==> src/rtl/vga_draw_pkg.sv <==
// Shared types and constants for the VGA drawing blocks (rectangle rasteriser, frame-buffer side).
// Latency: n/a (declarations only).
// Backpressure: n/a.
package vga_draw_pkg;

    // Rasteriser control states
    typedef enum logic [1:0] {
        IDLE = 2'd0,
        SCAN = 2'd1,
        DONE = 2'd2
    } draw_state_t;

    // Default visible area used as the clip bound
    localparam int DEF_SCREEN_W = 160;
    localparam int DEF_SCREEN_H = 120;

    // Pixel colour width, must match the frame-buffer write port
    localparam int FB_COLOR_W = 3;

endpackage

==> src/rtl/vga_rect_scan_counter.sv <==
// Row-major cx/cy slot counter for the rectangle rasteriser, with edge flags for outline decoding.
// Latency: load/advance take effect on the next rising edge; flags are combinational from the count.
// Backpressure: none; advances whenever enable is high.
//
// Ports:
//   clock, reset        rising-edge clock, asynchronous active-high reset
//   load                clears cx and cy to 0 (start of a rectangle)
//   enable              advance one slot (cx first, then cy)
//   w_m1, h_m1          rectangle width-1 and height-1
//   cx, cy              current slot column/row offset
//   first_col, last_col, first_row, last_row  slot lies on that border
//   last_slot           current slot is (w-1, h-1)
module vga_rect_scan_counter
    import vga_draw_pkg::*;
#(
    parameter int X_W = 8,
    parameter int Y_W = 7
) (
    input  logic           clock,
    input  logic           reset,
    input  logic           load,
    input  logic           enable,
    input  logic [X_W-1:0] w_m1,
    input  logic [Y_W-1:0] h_m1,
    output logic [X_W-1:0] cx,
    output logic [Y_W-1:0] cy,
    output logic           first_col,
    output logic           last_col,
    output logic           first_row,
    output logic           last_row,
    output logic           last_slot
);

    // Comparing against w-1/h-1 (rather than counting to w/h) keeps the
    // counters at X_W/Y_W bits even for the largest representable size.
    assign first_col = (cx == '0);
    assign last_col  = (cx == w_m1);
    assign first_row = (cy == '0);
    assign last_row  = (cy == h_m1);
    assign last_slot = last_col && last_row;

    always_ff @(posedge clock or posedge reset) begin
        if (reset) begin
            cx <= '0;
            cy <= '0;
        end else if (load) begin
            cx <= '0;
            cy <= '0;
        end else if (enable) begin
            if (last_col) begin
                cx <= '0;
                cy <= last_row ? '0 : cy + Y_W'(1);
            end else begin
                cx <= cx + X_W'(1);
            end
        end
    end

endmodule

==> src/rtl/vga_rect_fill.sv <==
// Rectangle rasteriser: one frame-buffer pixel slot per clock, row-major, solid or outline mode.
// Latency: first slot 1 cycle after start acceptance, last at w*h; done pulse at w*h+1, ready again at w*h+2.
// Backpressure: none downstream; start is accepted only while ready=1, otherwise dropped (not queued).
//
// Ports:
//   clock, reset         rising-edge clock, asynchronous active-high reset
//   start                draw request, taken only when ready=1
//   x_in, y_in           origin column/row
//   w_in, h_in           size in pixels (0 in either dimension draws nothing)
//   color_in             pixel colour
//   outline_in           0 = solid fill, 1 = border pixels only
//   ready                idle and able to accept start
//   plot_enable          frame-buffer write enable (registered)
//   x_out, y_out         pixel coordinate (registered, low X_W/Y_W bits of origin+offset)
//   color_out            pixel colour (registered)
//   done                 one-cycle pulse after the last slot
//
// Build option: define RECT_CLIP_EN to suppress writes outside SCREEN_W x SCREEN_H;
// without it coordinates simply wrap modulo 2^X_W / 2^Y_W.
module vga_rect_fill
    import vga_draw_pkg::*;
#(
    parameter int X_W      = 8,
    parameter int Y_W      = 7,
    parameter int COLOR_W  = FB_COLOR_W,
    parameter int SCREEN_W = DEF_SCREEN_W,
    parameter int SCREEN_H = DEF_SCREEN_H
) (
    input  logic               clock,
    input  logic               reset,
    input  logic               start,
    input  logic [X_W-1:0]     x_in,
    input  logic [Y_W-1:0]     y_in,
    input  logic [X_W-1:0]     w_in,
    input  logic [Y_W-1:0]     h_in,
    input  logic [COLOR_W-1:0] color_in,
    input  logic               outline_in,
    output logic               ready,
    output logic               plot_enable,
    output logic [X_W-1:0]     x_out,
    output logic [Y_W-1:0]     y_out,
    output logic [COLOR_W-1:0] color_out,
    output logic               done
);

    // The clip compare is done at X_W+1/Y_W+1 bits, so the screen must fit there.
    if (SCREEN_W < 1 || SCREEN_W > (1 << X_W) || SCREEN_H < 1 || SCREEN_H > (1 << Y_W)) begin : g_bad_screen
        $error("vga_rect_fill: SCREEN_W/SCREEN_H outside the coordinate range");
    end

    draw_state_t state, state_nxt;

    // Request parameters captured at acceptance; later input changes are ignored
    logic [X_W-1:0]     x0_r;
    logic [Y_W-1:0]     y0_r;
    logic [X_W-1:0]     w_r;
    logic [Y_W-1:0]     h_r;
    logic [COLOR_W-1:0] color_r;
    logic               outline_r;

    logic               accept;
    logic               zero_size;
    logic [X_W-1:0]     cx;
    logic [Y_W-1:0]     cy;
    logic               first_col, last_col, first_row, last_row, last_slot;
    logic [X_W-1:0]     pix_x;
    logic [Y_W-1:0]     pix_y;
    logic               in_bounds;
    logic               on_border;
    logic               plot_ok;

    assign accept    = start && ready;
    assign zero_size = (w_in == '0) || (h_in == '0);

    vga_rect_scan_counter #(
        .X_W (X_W),
        .Y_W (Y_W)
    ) u_scan (
        .clock     (clock),
        .reset     (reset),
        .load      (accept),
        .enable    (state == SCAN),
        .w_m1      (w_r - X_W'(1)),
        .h_m1      (h_r - Y_W'(1)),
        .cx        (cx),
        .cy        (cy),
        .first_col (first_col),
        .last_col  (last_col),
        .first_row (first_row),
        .last_row  (last_row),
        .last_slot (last_slot)
    );

`ifdef RECT_CLIP_EN
    // Carry bit kept so a coordinate that wrapped is still seen as off-screen
    logic [X_W:0] sum_x;
    logic [Y_W:0] sum_y;

    assign sum_x     = {1'b0, x0_r} + {1'b0, cx};
    assign sum_y     = {1'b0, y0_r} + {1'b0, cy};
    assign pix_x     = sum_x[X_W-1:0];
    assign pix_y     = sum_y[Y_W-1:0];
    assign in_bounds = (sum_x < (X_W+1)'(SCREEN_W)) && (sum_y < (Y_W+1)'(SCREEN_H));
`else
    assign pix_x     = x0_r + cx;
    assign pix_y     = y0_r + cy;
    assign in_bounds = 1'b1;
`endif

    // Interior slots in outline mode are still consumed, just not written,
    // so draw time never depends on the mode.
    assign on_border = first_col || last_col || first_row || last_row;
    assign plot_ok   = in_bounds && (!outline_r || on_border);

    always_comb begin
        state_nxt = state;
        case (state)
            IDLE: if (accept) state_nxt = zero_size ? DONE : SCAN;
            SCAN: if (last_slot) state_nxt = DONE;
            DONE: state_nxt = IDLE;
            default: state_nxt = IDLE;
        endcase
    end

    always_ff @(posedge clock or posedge reset) begin
        if (reset) begin
            state <= IDLE;
        end else begin
            state <= state_nxt;
        end
    end

    always_ff @(posedge clock or posedge reset) begin
        if (reset) begin
            x0_r      <= '0;
            y0_r      <= '0;
            w_r       <= '0;
            h_r       <= '0;
            color_r   <= '0;
            outline_r <= 1'b0;
        end else if (accept) begin
            x0_r      <= x_in;
            y0_r      <= y_in;
            w_r       <= w_in;
            h_r       <= h_in;
            color_r   <= color_in;
            outline_r <= outline_in;
        end
    end

    // Outputs trail the FSM by one edge: the DONE state registers the done
    // pulse, and ready stays low through that pulse cycle, giving the
    // two-cycle gap between rectangles.
    always_ff @(posedge clock or posedge reset) begin
        if (reset) begin
            ready       <= 1'b0;
            plot_enable <= 1'b0;
            x_out       <= '0;
            y_out       <= '0;
            color_out   <= '0;
            done        <= 1'b0;
        end else begin
            ready       <= (state_nxt == IDLE) && (state != DONE);
            done        <= (state == DONE);
            plot_enable <= 1'b0;
            if (state == SCAN) begin
                plot_enable <= plot_ok;
                x_out       <= pix_x;
                y_out       <= pix_y;
                color_out   <= color_r;
            end
        end
    end

endmodule

==> config.mk <==
export PLATFORM = sky130hd
export DESIGN_NAME = vga_rect_fill
export DESIGN_NICKNAME = d
export VERILOG_FILES = /design/src/rtl/vga_draw_pkg.sv /design/src/rtl/vga_rect_scan_counter.sv /design/src/rtl/vga_rect_fill.sv
export SDC_FILE = /design/constraint.sdc
export NUM_CORES = 1
export LEC_CHECK = 0
export BUFFER_PORTS_ARGS = -buffer_cell sky130_fd_sc_hd__buf_2
export CAP_MARGIN = 20
export CORE_UTILIZATION = 50
export CTS_BUF_LIST = sky130_fd_sc_hd__clkbuf_16
export DETAILED_ROUTE_END_ITERATION = 10
export MAX_ROUTING_LAYER = met4
export PLACE_DENSITY = 0.74
export RECOVER_POWER = 100
export SETUP_SLACK_MARGIN = 0.2
export SLEW_MARGIN = 20
export SYNTH_ARGS = -nofsm -noshare
export SYNTH_HDL_FRONTEND = slang
export SYNTH_SLANG_ARGS = --single-unit
==> constraint.sdc <==
create_clock -name clock -period 2.3 [get_ports clock]
set_input_delay 0.46 -clock clock [delete_from_list [all_inputs] [get_ports clock]]
set_output_delay 0.46 -clock clock [all_outputs]
set_load 0.05 [all_outputs]
Yosys cells after proc, flatten, opt, wreduce, memory -nomap -nowiden
Index checks and enable logic that the tools add are counted.
Operators by class
  eq/ne operators: 5
  add/sub/neg operators: 6
  reductions and logical operators: 18
  muxes and demuxes: 12
Operators with widths (count)
  7-bit two-way mux: 4
  8-bit two-way mux: 3
  8-bit logical NOT: 2
  7-bit logical NOT: 2
  8-bit by 1-bit adder with 8-bit output, second input constant: 1
  8-bit adder: 1
  8-bit equality test: 1
  8-bit by 1-bit subtractor with 8-bit output, second input constant: 1
  7-bit by 1-bit adder with 7-bit output, second input constant: 1
  7-bit adder: 1
  7-bit equality test: 1
  7-bit by 1-bit subtractor with 7-bit output, second input constant: 1
  2-bit two-way mux: 3
  1-bit logical OR: 5
  2-bit logical NOT: 2
  2-bit case mux with 2 select lines: 1
  2-bit nonzero test: 2
  1-bit logical AND: 3
  2-bit by 1-bit equality test with 1-bit output, second input constant: 1
  2-bit equality test, second input constant: 1
  2-bit inequality test, second input constant: 1
  2-bit AND reduction: 1
  1-bit logical NOT: 1
  1-bit two-way mux: 1
Word-level totals
  input bits: 37
  logic and storage cells: 56
  register bits: 72

Depth between registers and ports, before layout
  depth in word-level cells: 7
  depth in mapped cells: 9

By module
From an unflattened synthesis, not the netlist that was laid out.
Unflattened totals
  cells, all modules: 379
  area total of the unflattened synthesis: 3977.6 um^2
Modules (own cells, without submodules)
  vga_rect_fill: seq. area each 1426.4 um^2, times used 1, area an instance 2892.8 um^2, cells an instance 262
  vga_rect_scan_counter: seq. area each 375.4 um^2, times used 1, area an instance 1084.8 um^2, cells an instance 117

Worst setup path before layout
OpenSTA, ideal clock, no wires.
  kind: register -> register
  start point: reg u_scan.cy[0]
  end point: reg y_out[6]
  arrival: 1.905 ns
  clock period less this slack: 2.031 ns
  path slack: 0.269 ns
  library setup time: 0.126 ns
  stages on the path, launching flop included: 10
  buffers on the path: 0
  required time: 2.174 ns
  path through: dfrtp_1 > ha_1 > inv_1 > fa_1 > nor2b_1 > o21ai_0 > a21oi_1 > o21ai_0 > and4_1 > a221o_1
On the way
  word-level cells in the longest chain between the ends: 1
RTL lines
  from (decl): line vga_rect_scan_counter.sv:26  | output logic [Y_W-1:0] cy,
  from (signal assigned): line vga_rect_scan_counter.sv:52  | cy <= last_row ? '0 : cy + Y_W'(1);
  7-bit adder: line vga_rect_fill.sv:106  | assign pix_y = y0_r + cy;
  to (signal assigned): line vga_rect_fill.sv:169  | y_out <= pix_y;
  to (decl): line vga_rect_fill.sv:41  | output logic [Y_W-1:0] y_out,
Every way passes these cells.
A chain may end at the register's enable or synchronous reset.

Worst setup path in the final report
  start point: reg w_r[1]
  end point: reg u_scan.cy[4]
On the way
  word-level cells in the longest chain between the ends: 4
RTL lines
  from (decl): line vga_rect_fill.sv:56  | logic [X_W-1:0] w_r;
  from (signal assigned): line vga_rect_fill.sv:144  | w_r <= w_in;
  8-bit by 1-bit subtractor with 8-bit output: line vga_rect_fill.sv:83  | .w_m1 (w_r - X_W'(1)),
  8-bit equality test: line vga_rect_scan_counter.sv:37  | assign last_col = (cx == w_m1);
  2-bit nonzero test (no line)
  2-bit AND reduction (no line)
Every way passes these cells.

==> flow_metrics.env <==
export IMPL_outcome="complete, no violations"
export IMPL_finalWorstSetupSlack_ns=0.148
export IMPL_reg2reg_to="u_scan.cy[4]"
export IMPL_clk_pin_slew_ns=0.05
export IMPL_min_path_cells=3
export IMPL_setup_viol=0
export IMPL_timing_setup_tns_ns=0
export IMPL_cp_data_arrival_time_ns=2.38
export IMPL_yosysUniqueCellTypes=54
export IMPL_worst_endpoint_required_ns=2.52
export IMPL_worst_pin_slew_ns=0.957
export IMPL_port_buffer_count=57
export IMPL_cts_root_buffer="clkbuf_16"
export IMPL_cts_sinks=72
export IMPL_synth_seq_cells=72
export IMPL_clk_path_buf_depth=2
export IMPL_min_from="y_in[1]"
export IMPL_grt_util_all_layers_pct=22.6
export IMPL_min_to="y0_r[1]"
export IMPL_insertion_delay_ns=0.33
export IMPL_post_dp_hpwl_microns=6030
export IMPL_reg2reg_from="w_r[1]"
export IMPL_ys_warnings_count=0
export IMPL_fin_cells=564
export IMPL_final_common_cell="dfrtp_1"
export IMPL_core_area_sq_mm=0.00741
export IMPL_htree_levels=3
export IMPL_avgSynthCellArea_sq_um=10.1
export IMPL_die_h_microns=90.4
export IMPL_grt_pass1_vias=3089
export IMPL_final_cell_mix="dfrtp_1 (68), nand2_1 (50), buf_2 (36), mux2_2 (27), o21ai_0 (26)"
export IMPL_start_util_pct=52.8
export IMPL_r2r_slack_ns=0.15
export IMPL_power_per_cell_area_mw_per_mm2=1470
export IMPL_antenna_found_initial=0
export IMPL_cts_tree="yes"
export IMPL_path_max_fanout=6
export IMPL_dp_cells=538
export IMPL_vdd_drop_max_uv=663
export IMPL_finish_instance_area_sq_mm=0.00478
export IMPL_fin_worst_skew_ns=0.00559
export IMPL_worstSetupPathType="reg -> reg"
export IMPL_maxCapViolations=0
export IMPL_num_nets_final=518
export IMPL_period_minus_slack_ns=2.15
export IMPL_max_freq_mhz=465
export IMPL_post_drt_via_cell_ratio=5.52
export IMPL_antenna_left=0
export IMPL_die_area_sq_mm=0.00817
export IMPL_p_leak_nw=2.15
export IMPL_dp_slack_ns=0.0593
export IMPL_die_w_microns=90.4
export IMPL_drtIter0Drc=106
export IMPL_vias=3112
export IMPL_cp_end_kind="flip-flop"
export IMPL_relSlewSlack_pct=36.2
export IMPL_rsz0062_at_grt="true"
export IMPL_syn_to_final_growth_pct=22.3
export IMPL_grt_max_degree=38
export IMPL_fillers=624
export IMPL_syn_inst=387
export IMPL_ioPinCount=58
export IMPL_grt_ovfl_total=0
export IMPL_hold_class="in -> reg"
export IMPL_startpoint_type="flip-flop"
export IMPL_wirelength_microns=8870
export IMPL_drcViolationCount=0
export IMPL_period_share_pct=93.6
export IMPL_finalMaxSlewViolations=0
export IMPL_cts_buffers_inserted=9
export IMPL_wl_per_cell_microns=15.7
export IMPL_layout_drive_gt1_share_pct=26.0
export IMPL_grt_pass1_wl_microns=14100
export IMPL_synth_edf_count=0
export IMPL_syn_nets=445
export IMPL_reg2reg_depth=8
export IMPL_row_count=31
export IMPL_cts_hold_buf=0
export IMPL_ys_seq_area_share_pct=46.1
export IMPL_p_total_mw=7.05
export IMPL_place_congestion=0.904
export IMPL_async_flop_share_pct=100
export IMPL_syn_area_sq_mm=0.00391
export IMPL_yosys_most_used_dff="dfrtp_1"
export IMPL_hold_viol_final=0
export IMPL_placed_area_sq_mm=0.00433
export IMPL_diodes=0
export IMPL_firstDrtPassIters=4
-- flip-flops by register name, indices dropped and copies added, names as in the netlist --
register / count
color_out: 3
color_r: 3
done: 1
h_r: 7
outline_r: 1
plot_enable: 1
ready: 1
state: 2
u_scan.cx: 8
u_scan.cy: 7
w_r: 8
x0_r: 8
x_out: 8
y0_r: 7
y_out: 7
-- logic make-up (layout without fill, tap and decap cells) --
kind of cell	Yosys count	count (layout)	share of synthesized area, %
buffers and inverters	36	113	3.87
XOR/XNOR	31	31	6.95
adder cells (fa/ha/maj)	21	21	7.11
multiplexers	27	27	7.78
AO/OA/AOI/OAI	71	72	12.1
AND/OR/NAND/NOR	129	129	16.1
flip-flops	72	72	46.1
-- synth_stat cells, types with 3 or more instances --
master    count  area, sq um
xnor2_1      15          131
nor2b_1       4         25.0
o31ai_1       3         22.5
xor2_1       16          140
clkbuf_1      8         30.0
nand4_1       4         25.0
inv_1        22         82.6
nor4_1        6         37.5
nand2_1      51          191
and3_1        7         43.8
a21oi_1       9         45.0
a311oi_1      5         43.8
nand3_1       6         30.0
o21ai_0      26          130
mux2_2       27          304
nand2b_1      3         18.8
nor2_1       26         97.6
nor3_1        9         45.0
buf_1         3         11.3
ha_1         19          238
a21o_1        4         30.0
dfrtp_1      72         1800
-- per-layer routing --
| layer | vias to the layer above | track usage, % | routed length, microns |
|---|---|---|---|
| li1 | 1513 | - | - |
| met1 | 1513 | 25.8 | 3640 |
| met2 | 74 | 38.6 | 4720 |
| met3 | 12 | 6.23 | 386 |
| met4 | 0 | 7.39 | 124 |
| met5 | - | - | 0 |
-- power breakdown --
part	internal [mW]	switching (mW)	total [mW]
clock network	0.819	0.501	1.32
logic	1.31	2.08	3.39
registers	1.84	0.501	2.34
total	3.97	3.08	7.05
-- metrics by stage --
step,util (%),hold slack [ns]
final,64.5,0.345
after global routing,64.5,0.351
after CTS,63.8,0.267
after detailed placement,58.5,0.458
after global placement,58.5,0.442
after floorplan,-,0.435
-- worst max-delay path, stage by stage, from the launching register on --
cell      delay [ns]
dfrtp_1         0.39
inv_1           0.10
ha_4            0.19
o21ba_1         0.17
a221oi_1        0.32
a41o_1          0.20
o2111a_2        0.29
o21ai_0         0.10
a311oi_1        0.28
-- area by class of cell --
class / instances / area (sq um) / share of cell area, %
Multi-Input combinational cell: 280 / 2090 / 43.7
Clock buffer: 9 / 225 / 4.71
Clock inverter: 7 / 55.1 / 1.15
Sequential cell: 72 / 1810 / 37.8
Inverter: 22 / 83.8 / 1.75
Tap cell: 99 / 124 / 2.59
Timing Repair Buffer: 75 / 395 / 8.27
-- timing repair --
item / CTS / global route
cloned: 1 / 0
pin swaps: 0 / 9
gates resized for setup: 10 / 25
setup endpoints to repair: 10 / 21
setup buffers: 5 / 4
-- worst max-delay path by stage --
stage,depth (start not counted),endpoint,start
after CTS,6,state[0],u_scan.cx[7]
final,8,u_scan.cy[4],w_r[1]
after floorplan,9,y_out[6],u_scan.cy[0]
after detailed placement,8,u_scan.cy[6],w_r[0]
after global routing,6,u_scan.cx[7],state[1]
after global placement,9,y_out[6],u_scan.cy[0]
(Power assumes the default switching activity.)
